File: config.mk
export PLATFORM = sky130hd
export DESIGN_NAME = regfile_port_scheduler_flat
export DESIGN_NICKNAME = d
export VERILOG_FILES = /design/src/rtl/regfile_port_scheduler_pkg.sv /design/src/rtl/regfile_port_scheduler_if.sv /design/src/rtl/regfile_arbiter.sv /design/src/rtl/regfile_port_scheduler.sv /design/src/flat_wrapper.sv
export SDC_FILE = /design/constraint.sdc
export NUM_CORES = 1
export LEC_CHECK = 0
export CORE_MARGIN = 4
export CORE_UTILIZATION = 49
export CTS_CLUSTER_SIZE = 8
export DETAILED_ROUTE_END_ITERATION = 12
export PLACE_DENSITY = 0.85
export SLEW_MARGIN = 20
export SYNTH_ARGS = -nofsm -noshare
export SYNTH_HDL_FRONTEND = slang
export SYNTH_SLANG_ARGS = --single-unit
File: constraint.sdc
create_clock -name clk -period 3 [get_ports clk]
set_input_delay 0.45 -clock clk [delete_from_list [all_inputs] [get_ports clk]]
set_output_delay 0.45 -clock clk [all_outputs]
set_load 0.05 [all_outputs]
File: src/rtl/regfile_port_scheduler_pkg.sv
// Shared definitions for the register-file port scheduler: geometry of the
// backed register window, the sequencer state encoding and the window check.
package regfile_port_scheduler_pkg;

   localparam int unsigned DATA_W           = 32;
   localparam int unsigned ADDR_W           = 5;
   localparam int unsigned RF_BASE          = 8;
   localparam int unsigned RF_DEPTH         = 16;
   localparam int unsigned STARVE_LIMIT_DEF = 4;

   localparam logic [ADDR_W-1:0] RF_BASE_ADDR = ADDR_W'(RF_BASE);

   typedef enum logic [2:0] {
      ST_IDLE,
      ST_READ_A,
      ST_READ_B,
      ST_RESP,
      ST_WRITE
   } state_e;

   // True when addr falls inside RF_BASE .. RF_BASE+RF_DEPTH-1; address 0 ($zero) is never inside.
   function automatic logic in_window(input logic [ADDR_W-1:0] addr);
      int unsigned a;
      a = 32'(addr);
      return (a >= RF_BASE) && (a < RF_BASE + RF_DEPTH);
   endfunction

endpackage

File: src/rtl/regfile_port_scheduler_if.sv
// Requester-side bus of the scheduler: operand-fetch request/response and
// writeback request. The master modport is decode/writeback, the slave is the scheduler.
interface regfile_port_scheduler_if;
   import regfile_port_scheduler_pkg::*;

   logic              rd_req_valid;
   logic              rd_req_ready;
   logic [ADDR_W-1:0] rd_addr_a;
   logic [ADDR_W-1:0] rd_addr_b;
   logic              rd_resp_valid;
   logic [DATA_W-1:0] rd_data_a;
   logic [DATA_W-1:0] rd_data_b;
   logic              rd_resp_err;

   logic              wr_valid;
   logic              wr_ready;
   logic [ADDR_W-1:0] wr_addr;
   logic [DATA_W-1:0] wr_data;
   logic              wr_err;

   modport master (
      output rd_req_valid, rd_addr_a, rd_addr_b, wr_valid, wr_addr, wr_data,
      input  rd_req_ready, rd_resp_valid, rd_data_a, rd_data_b, rd_resp_err,
             wr_ready, wr_err
   );

   modport slave (
      input  rd_req_valid, rd_addr_a, rd_addr_b, wr_valid, wr_addr, wr_data,
      output rd_req_ready, rd_resp_valid, rd_data_a, rd_data_b, rd_resp_err,
             wr_ready, wr_err
   );

endinterface

File: src/rtl/regfile_arbiter.sv
// Grant logic for the shared register-file port. Writes win by default, but a
// waiting read is forced through after STARVE_LIMIT consecutive write grants.
module regfile_arbiter
   import regfile_port_scheduler_pkg::*;
#(
   parameter int unsigned STARVE_LIMIT = STARVE_LIMIT_DEF
) (
   input  logic clk,
   input  logic rst,
   input  logic idle_i,
   input  logic rd_valid_i,
   input  logic wr_valid_i,
   output logic rd_grant_o,
   output logic wr_grant_o
);

   localparam int unsigned      CNT_W = $clog2(STARVE_LIMIT + 1);
   localparam logic [CNT_W-1:0] LIMIT = CNT_W'(STARVE_LIMIT);

   logic [CNT_W-1:0] starve_cnt_q;
   logic [CNT_W-1:0] starve_cnt_d;

   // Grants are only issued while the sequencer is idle; the starvation count tracks writes that bypassed a waiting read.
   always_comb begin
      rd_grant_o   = 1'b0;
      wr_grant_o   = 1'b0;
      starve_cnt_d = starve_cnt_q;
      if (idle_i) begin
         if (wr_valid_i && (!rd_valid_i || (starve_cnt_q < LIMIT))) begin
            wr_grant_o = 1'b1;
            if (rd_valid_i) begin
               if (starve_cnt_q != LIMIT) begin
                  starve_cnt_d = starve_cnt_q + CNT_W'(1);
               end
            end else begin
               starve_cnt_d = '0;
            end
         end else if (rd_valid_i) begin
            rd_grant_o   = 1'b1;
            starve_cnt_d = '0;
         end
      end
   end

   // Starvation counter register.
   always_ff @(posedge clk) begin
      if (rst) begin
         starve_cnt_q <= '0;
      end else begin
         starve_cnt_q <= starve_cnt_d;
      end
   end

endmodule

File: src/rtl/regfile_port_scheduler.sv
// Serialises operand-fetch read pairs and writeback writes onto the single
// register-file port, one port operation per cycle, with window checking.
module regfile_port_scheduler
   import regfile_port_scheduler_pkg::*;
#(
   parameter int unsigned STARVE_LIMIT = STARVE_LIMIT_DEF
) (
   input  logic                 clk,
   input  logic                 rst,
   regfile_port_scheduler_if.slave bus,
   output logic                 rf_we,
   output logic [ADDR_W-1:0]    rf_addr,
   output logic [DATA_W-1:0]    rf_wdata,
   input  logic [DATA_W-1:0]    rf_rdata
);

   state_e            state_q, state_d;
   logic [ADDR_W-1:0] addr_a_q, addr_a_d;
   logic [ADDR_W-1:0] addr_b_q, addr_b_d;
   logic [ADDR_W-1:0] wr_addr_q, wr_addr_d;
   logic [DATA_W-1:0] wr_data_q, wr_data_d;
   logic [DATA_W-1:0] cap_a_q, cap_a_d;
   logic [DATA_W-1:0] data_a_q, data_a_d;
   logic [DATA_W-1:0] data_b_q, data_b_d;

   logic idle;
   logic rd_grant;
   logic wr_grant;

   // Reset masks the grants so nothing is accepted on a reset edge.
   assign idle = (state_q == ST_IDLE) && !rst;

   regfile_arbiter #(
      .STARVE_LIMIT (STARVE_LIMIT)
   ) u_arbiter (
      .clk        (clk),
      .rst        (rst),
      .idle_i     (idle),
      .rd_valid_i (bus.rd_req_valid),
      .wr_valid_i (bus.wr_valid),
      .rd_grant_o (rd_grant),
      .wr_grant_o (wr_grant)
   );

   assign bus.rd_req_ready = rd_grant;
   assign bus.wr_ready     = wr_grant;
   assign bus.rd_data_a    = data_a_q;
   assign bus.rd_data_b    = data_b_q;

   // Sequencer state and datapath latches.
   always_ff @(posedge clk) begin
      if (rst) begin
         state_q   <= ST_IDLE;
         addr_a_q  <= '0;
         addr_b_q  <= '0;
         wr_addr_q <= '0;
         wr_data_q <= '0;
         cap_a_q   <= '0;
         data_a_q  <= '0;
         data_b_q  <= '0;
      end else begin
         state_q   <= state_d;
         addr_a_q  <= addr_a_d;
         addr_b_q  <= addr_b_d;
         wr_addr_q <= wr_addr_d;
         wr_data_q <= wr_data_d;
         cap_a_q   <= cap_a_d;
         data_a_q  <= data_a_d;
         data_b_q  <= data_b_d;
      end
   end

   // Next state and latch updates; operand A is parked in cap_a so the visible
   // response registers only change on the edge into RESP.
   always_comb begin
      state_d   = state_q;
      addr_a_d  = addr_a_q;
      addr_b_d  = addr_b_q;
      wr_addr_d = wr_addr_q;
      wr_data_d = wr_data_q;
      cap_a_d   = cap_a_q;
      data_a_d  = data_a_q;
      data_b_d  = data_b_q;
      case (state_q)
         ST_IDLE: begin
            if (wr_grant) begin
               state_d   = ST_WRITE;
               wr_addr_d = bus.wr_addr;
               wr_data_d = bus.wr_data;
            end else if (rd_grant) begin
               state_d  = ST_READ_A;
               addr_a_d = bus.rd_addr_a;
               addr_b_d = bus.rd_addr_b;
            end
         end
         ST_READ_A: begin
            state_d = ST_READ_B;
            cap_a_d = in_window(addr_a_q) ? rf_rdata : '0;
         end
         ST_READ_B: begin
            state_d  = ST_RESP;
            data_a_d = cap_a_q;
            data_b_d = in_window(addr_b_q) ? rf_rdata : '0;
         end
         ST_RESP:  state_d = ST_IDLE;
         ST_WRITE: state_d = ST_IDLE;
         default:  state_d = ST_IDLE;
      endcase
   end

   // Port drive and status pulses decoded from the current state.
   always_comb begin
      rf_we             = 1'b0;
      rf_addr           = RF_BASE_ADDR;
      rf_wdata          = '0;
      bus.rd_resp_valid = 1'b0;
      bus.rd_resp_err   = 1'b0;
      bus.wr_err        = 1'b0;
      case (state_q)
         ST_READ_A: begin
            if (in_window(addr_a_q)) rf_addr = addr_a_q;
         end
         ST_READ_B: begin
            if (in_window(addr_b_q)) rf_addr = addr_b_q;
         end
         ST_RESP: begin
            bus.rd_resp_valid = 1'b1;
            bus.rd_resp_err   = !in_window(addr_a_q) || !in_window(addr_b_q);
         end
         ST_WRITE: begin
            if (in_window(wr_addr_q)) begin
               rf_we    = 1'b1;
               rf_addr  = wr_addr_q;
               rf_wdata = wr_data_q;
            end else begin
               bus.wr_err = 1'b1;
            end
         end
         default: ;
      endcase
   end

endmodule

File: src/flat_wrapper.sv
// flat-port wrapper written by rule: the top's interface ports become plain ports
module regfile_port_scheduler_flat import regfile_port_scheduler_pkg::*;
#(
   parameter int unsigned STARVE_LIMIT = STARVE_LIMIT_DEF
)
  (clk, rst, rf_we, rf_addr, rf_wdata, rf_rdata, bus_rd_req_valid, bus_rd_addr_a, bus_rd_addr_b, bus_wr_valid, bus_wr_addr, bus_wr_data, bus_rd_req_ready, bus_rd_resp_valid, bus_rd_data_a, bus_rd_data_b, bus_rd_resp_err, bus_wr_ready, bus_wr_err);
  regfile_port_scheduler_if bus_i ();
  input  logic clk;
  input  logic rst;
  output logic rf_we;
  output logic [ADDR_W-1:0] rf_addr;
  output logic [DATA_W-1:0] rf_wdata;
  input  logic [DATA_W-1:0] rf_rdata;
  input wire logic [$bits(bus_i.rd_req_valid)-1:0] bus_rd_req_valid;
  input wire logic [$bits(bus_i.rd_addr_a)-1:0] bus_rd_addr_a;
  input wire logic [$bits(bus_i.rd_addr_b)-1:0] bus_rd_addr_b;
  input wire logic [$bits(bus_i.wr_valid)-1:0] bus_wr_valid;
  input wire logic [$bits(bus_i.wr_addr)-1:0] bus_wr_addr;
  input wire logic [$bits(bus_i.wr_data)-1:0] bus_wr_data;
  output wire logic [$bits(bus_i.rd_req_ready)-1:0] bus_rd_req_ready;
  output wire logic [$bits(bus_i.rd_resp_valid)-1:0] bus_rd_resp_valid;
  output wire logic [$bits(bus_i.rd_data_a)-1:0] bus_rd_data_a;
  output wire logic [$bits(bus_i.rd_data_b)-1:0] bus_rd_data_b;
  output wire logic [$bits(bus_i.rd_resp_err)-1:0] bus_rd_resp_err;
  output wire logic [$bits(bus_i.wr_ready)-1:0] bus_wr_ready;
  output wire logic [$bits(bus_i.wr_err)-1:0] bus_wr_err;
  assign bus_i.rd_req_valid = bus_rd_req_valid;
  assign bus_i.rd_addr_a = bus_rd_addr_a;
  assign bus_i.rd_addr_b = bus_rd_addr_b;
  assign bus_i.wr_valid = bus_wr_valid;
  assign bus_i.wr_addr = bus_wr_addr;
  assign bus_i.wr_data = bus_wr_data;
  assign bus_rd_req_ready = bus_i.rd_req_ready;
  assign bus_rd_resp_valid = bus_i.rd_resp_valid;
  assign bus_rd_data_a = bus_i.rd_data_a;
  assign bus_rd_data_b = bus_i.rd_data_b;
  assign bus_rd_resp_err = bus_i.rd_resp_err;
  assign bus_wr_ready = bus_i.wr_ready;
  assign bus_wr_err = bus_i.wr_err;
  regfile_port_scheduler #(.STARVE_LIMIT(STARVE_LIMIT)) u_core (.clk(clk), .rst(rst), .bus(bus_i), .rf_we(rf_we), .rf_addr(rf_addr), .rf_wdata(rf_wdata), .rf_rdata(rf_rdata));
endmodule
After elaboration in Yosys (flattened, before gate mapping). Cells that the tools add are included.

Input bits: 83. Output and inout port bits: 107. Word-level logic and storage cells: 67. Register bits after elaboration: 149.

Reduce and logical (&&, ||, !) cells: 16. Add/subtract/negate cells: 1. Bitwise gates (word level): 1. Muxes and demuxes: 26. $lt $le $gt $ge: 7. Equal/unequal tests: 7.

Operator list (count): 2-to-1 mux 32 bit (4); 2-to-1 mux 3 bit (6); greater-or-equal comparator 5 x 4 -> 1 bit, second input constant (3); less-than comparator 5 bit, second input constant (3); 2-to-1 mux 5 bit (3); case mux 5 bit (3 select lines) (1); 2-to-1 mux 1 bit (11); case mux 3 bit (3 select lines) (1); == test 3 x 2 -> 1 bit, second input constant (2); != test 3 bit, second input constant (2); AND reduction 3 bit (2); logical AND 1 bit (5); zero test 1 bit (4); adder 3 x 1 -> 3 bit, second input constant (1); == test 3 x 1 -> 1 bit, second input constant (1); == test 3 bit, second input constant (1); zero test 3 bit (1); less-than comparator 3 bit, second input constant (1); != test 3 x 2 -> 1 bit, second input constant (1); logical OR 1 bit (2); AND reduction 2 bit (1); nonzero test 2 bit (1); NOT 1 bit (1).

Longest topological paths before layout.
Word-level depth: 8. Depth in mapped cells: 6. Gate-level depth less buffers: 4.

By module. From an unflattened synthesis, not the netlist that was laid out.

Cell total of the unflattened synthesis: 581. Area, all modules: 5485.3 µm².

By module, submodules not included: regfile_port_scheduler (cells each 559, area an instance 5296.3 µm², sequential area each 2922.8 µm², times used 1); regfile_arbiter (cells each 22, area an instance 188.9 µm², sequential area each 60.1 µm², times used 1).

Worst setup path after synthesis. No wires, ideal clock.

Path kind: register to output. Start: register u_core.state_q[1]. End: output port bus_rd_resp_err. Data arrival time: 2.559 ns. Setup slack: -0.009 ns. Data required time: 2.550 ns. Cell stages (with the launch flop): 5. Path buffers: 1. Cells stage by stage: dfxtp_1 > buf_2 > inv_1 > nor2_1 > a21boi_0.

Cells in the longest elaborated chain, start to end: 2.

RTL lines: start: declaration (RTL line regfile_port_scheduler.sv:17) `state_e state_q, state_d;`; start signal: assignment (RTL line regfile_port_scheduler.sv:62) `state_q <= state_d;`; == test 3 x 2 -> 1 bit (RTL line regfile_port_scheduler.sv:119) `case (state_q)`; 2-to-1 mux 1 bit (RTL line regfile_port_scheduler.sv:119); end: declaration (RTL line flat_wrapper.sv:24) `output wire logic [$bits(bus_i.rd_resp_err)-1:0] bus_rd_resp_err;`.

Every way passes these cells.

Final worst setup path.
Start: register u_core.state_q[2]. End: output port rf_addr[1].

Cells in the longest elaborated chain, start to end: 2. Elaborated cells on any way between the ends: 4. Those cells by class: eq/ne (3); mux (1).

RTL lines: == test 3 bit (tied with other cells) (RTL line regfile_port_scheduler.sv:119); case mux 5 bit (3 select lines) (*) (RTL line regfile_port_scheduler.sv:119); end: declaration (RTL line flat_wrapper.sv:11) `output logic [ADDR_W-1:0] rf_addr;`.

Every way passes the cells marked *; elsewhere a longest branch is shown, timed or not.

==> out/results.txt <==
status: finished clean
final core occ: 72.2%
synth unique cells: 43
Post-Syn Area: 5720 µm²
CP Capture Type: output port
number of global-route vias before repair: 4624
syn avg cell area: 10.7 µm²
TNS Setup: 0 ns
Crit path required time: 2.55 ns
initial antenna violation count: 0
hold slack final: 0.397 ns
Worst Path Max Fanout: 18
unrepaired setup endpoints after global routing: false
Synth area leaders: dfxtp_1 52%, a22o_1 9.8%, mux2_4 7.9%
Final setup viols: 0
post-synth top area cell: dfxtp_1
Synth Area in Compound Gates: 14.4%
Design Power: 0.00466 W
share of cells above drive strength 1: 18.6%
area delta synth->final: 44.1%
top-area cell type share of the netlist area: 52.2%
initial core utilization: 50.1%
post_cts resized: 0
max cap viols: 0
net count after synthesis: 617
Min Clock Period, post-route: 2.81 ns
PwrDens: 566 nW/µm²
Crit Path Category: reg -> out
gpl congestion: 0.814
Sink Count: 149
fin nets: 794
post-DP HPWL: 10400 µm
deepest clock path buffer count: 2
global route overflow: 0
Clk pin slew, worst setup/hold paths: 0.06 ns
Die Area: 13500 µm²
final period utilization: 93.5%
GRT Total Usage: 22.2%
largest family of logic cells by synthesized area: simple AND/OR/NAND/NOR gates
Initial DRC Count: 289
clock latency at the later pin of the worst-skew pair: 0.42 ns
largest net degree at the start of global routing: 81
First-pass DRT Iterations: 5
most frequent cells in the layout: 149 x dfxtp_1, 147 x clkdlybuf4s50_1, 66 x nand2_1, 64 x a22o_1, 48 x nor2b_1
hold crit path type: in -> reg
TritonCTS Buffers: 17
worst-margin pin slew: 0.866 ns
hold buffers post-CTS: 0
H-tree depth: 4
PnR worst setup slack: 0.194 ns
sequential share of the synthesized area: 52.2%
# DRC: 0
# diodes: 0
simple-gate share of the synthesized area: 16.8%
WL final: 15000 µm
vias per cell: 5.30
adder-cell share of the synthesized area: 0.438%
Die H: 116 µm
synthesized flop and latch total: 149
Peak VDD IR: 0.427 mV
num rows: 39
Slew headroom: 42.2%
width of the die: 116 µm
Port-buffer cells: 189
fraction of synthesized cell area in xor and xnor cells: 0.613%
Mapped Cells: 532
Max Clock Freq: 0.356 GHz
first-pass GRT wire length: 23400 µm
WP data arrival: 2.36 ns
Wirelength per Cell: 17.3 µm
Leakage: 3.32 nW
Post-CTS Setup Bufs: 0
leading cell type in the layout, fill and taps excluded: dfxtp_1
via count: 4584
Final Max Tran Viols: 0
crit start category: flop
Worst Skew: 0.00661 ns
Post-Place Worst Slack: 0.560 ns
CTS Root Cell: clkbuf_16
Yosys warnings: 0
I/O Pins: 190
post-route ant nets: 0
Fin. Hold Viols: 0
CTS tree: yes
Core Region: 11400 µm²
post-synthesis mux area share: 11.2%
==> flip-flops by register name, indices dropped and copies added (netlist names) <==
name / count
u_core.state_q: 3
u_core.addr_a_q: 5
u_core.u_arbiter.starve_cnt_q: 3
u_core.bus.rd_data_a: 32
u_core.wr_data_q: 32
u_core.cap_a_q: 32
u_core.addr_b_q: 5
u_core.wr_addr_q: 5
u_core.bus.rd_data_b: 32
==> through the flow <==
stage / std cells / area, µm²
floorplan: 532 / 5720
global route: 865 / 8240
global placement: 832 / 7630
CTS: 864 / 8230
finish: 865 / 8240
detailed placement: 832 / 7630
==> per-layer routing <==
layer / part of all wire (%) / global-route usage (%) / up-vias / wire length [µm]
li1: - / - / 2191 / -
met1: 42 / 26.4 / 2190 / 6260
met2: 46 / 35.9 / 180 / 6950
met3: 10 / 9.56 / 23 / 1510
met4: 1.6 / 8.12 / 0 / 240
met5: 0 / 0 / - / 0
==> logic make-up (layout without fill, tap and decap cells) <==
family / Yosys count / in the layout
simple gates: 174 / 175
buf+inv: 47 / 236
flops: 149 / 149
compound gates: 109 / 109
mux: 47 / 47
fa+ha+maj: 2 / 2
xor+xnor: 4 / 4
==> Yosys cell counts (all sizes together) <==
master / count
mux2: 47
a221o: 3
or3b: 2
or3: 1
nand4: 1
a21oi: 33
nand2: 66
nand3: 1
nor3b: 3
xnor2: 3
nor3: 4
o21a: 1
a22o: 64
clkbuf: 15
a31o: 1
buf: 25
a21boi: 1
ha: 2
nor4: 2
and2b: 1
o311a: 1
nand2b: 2
nor4b: 1
dfxtp: 149
o311ai: 2
xor2: 1
nor2: 4
o21ai: 2
inv: 7
and3: 6
nor2b: 48
and2: 32
o21bai: 1
==> worst max-delay path: stages, from the launching register on <==
cell,delay [ns]
dfxtp_1,0.58
or3b_1,0.53
nor2_4,0.40
a221o_1,0.28
buf_12,0.15
==> power breakdown <==
group / internal, W / switching, W / leakage, nW
registers: 0.00205 / 0.0000458 / 1.21
logic: 0.000256 / 0.000228 / 1.84
clock network: 0.00125 / 0.000830 / 0.272
total: 0.00356 / 0.00110 / 3.32
==> worst paths after layout <==
path	startpoint	slack, ns	depth (start not counted)	to
worst max-delay path	u_core.state_q[2]	0.19	4	rf_addr[1]
worst min-delay path	rst	0.40	2	u_core.state_q[1]
worst max register to register	u_core.state_q[2]	1.04	3	u_core.addr_a_q[0]
worst min register to register	u_core.cap_a_q[9]	0.45	2	u_core.bus.rd_data_a[9]
==> area by class of cell <==
type	instances	area (µm²)
fillers	832	3180
well taps	143	179
clock inverters	13	150
multi-input cells	337	2510
clock buffers	19	443
inverters	7	26.3
flip-flops and latches	149	2980
repair buffers	197	1940
Power figures use the tool's default switching activity.
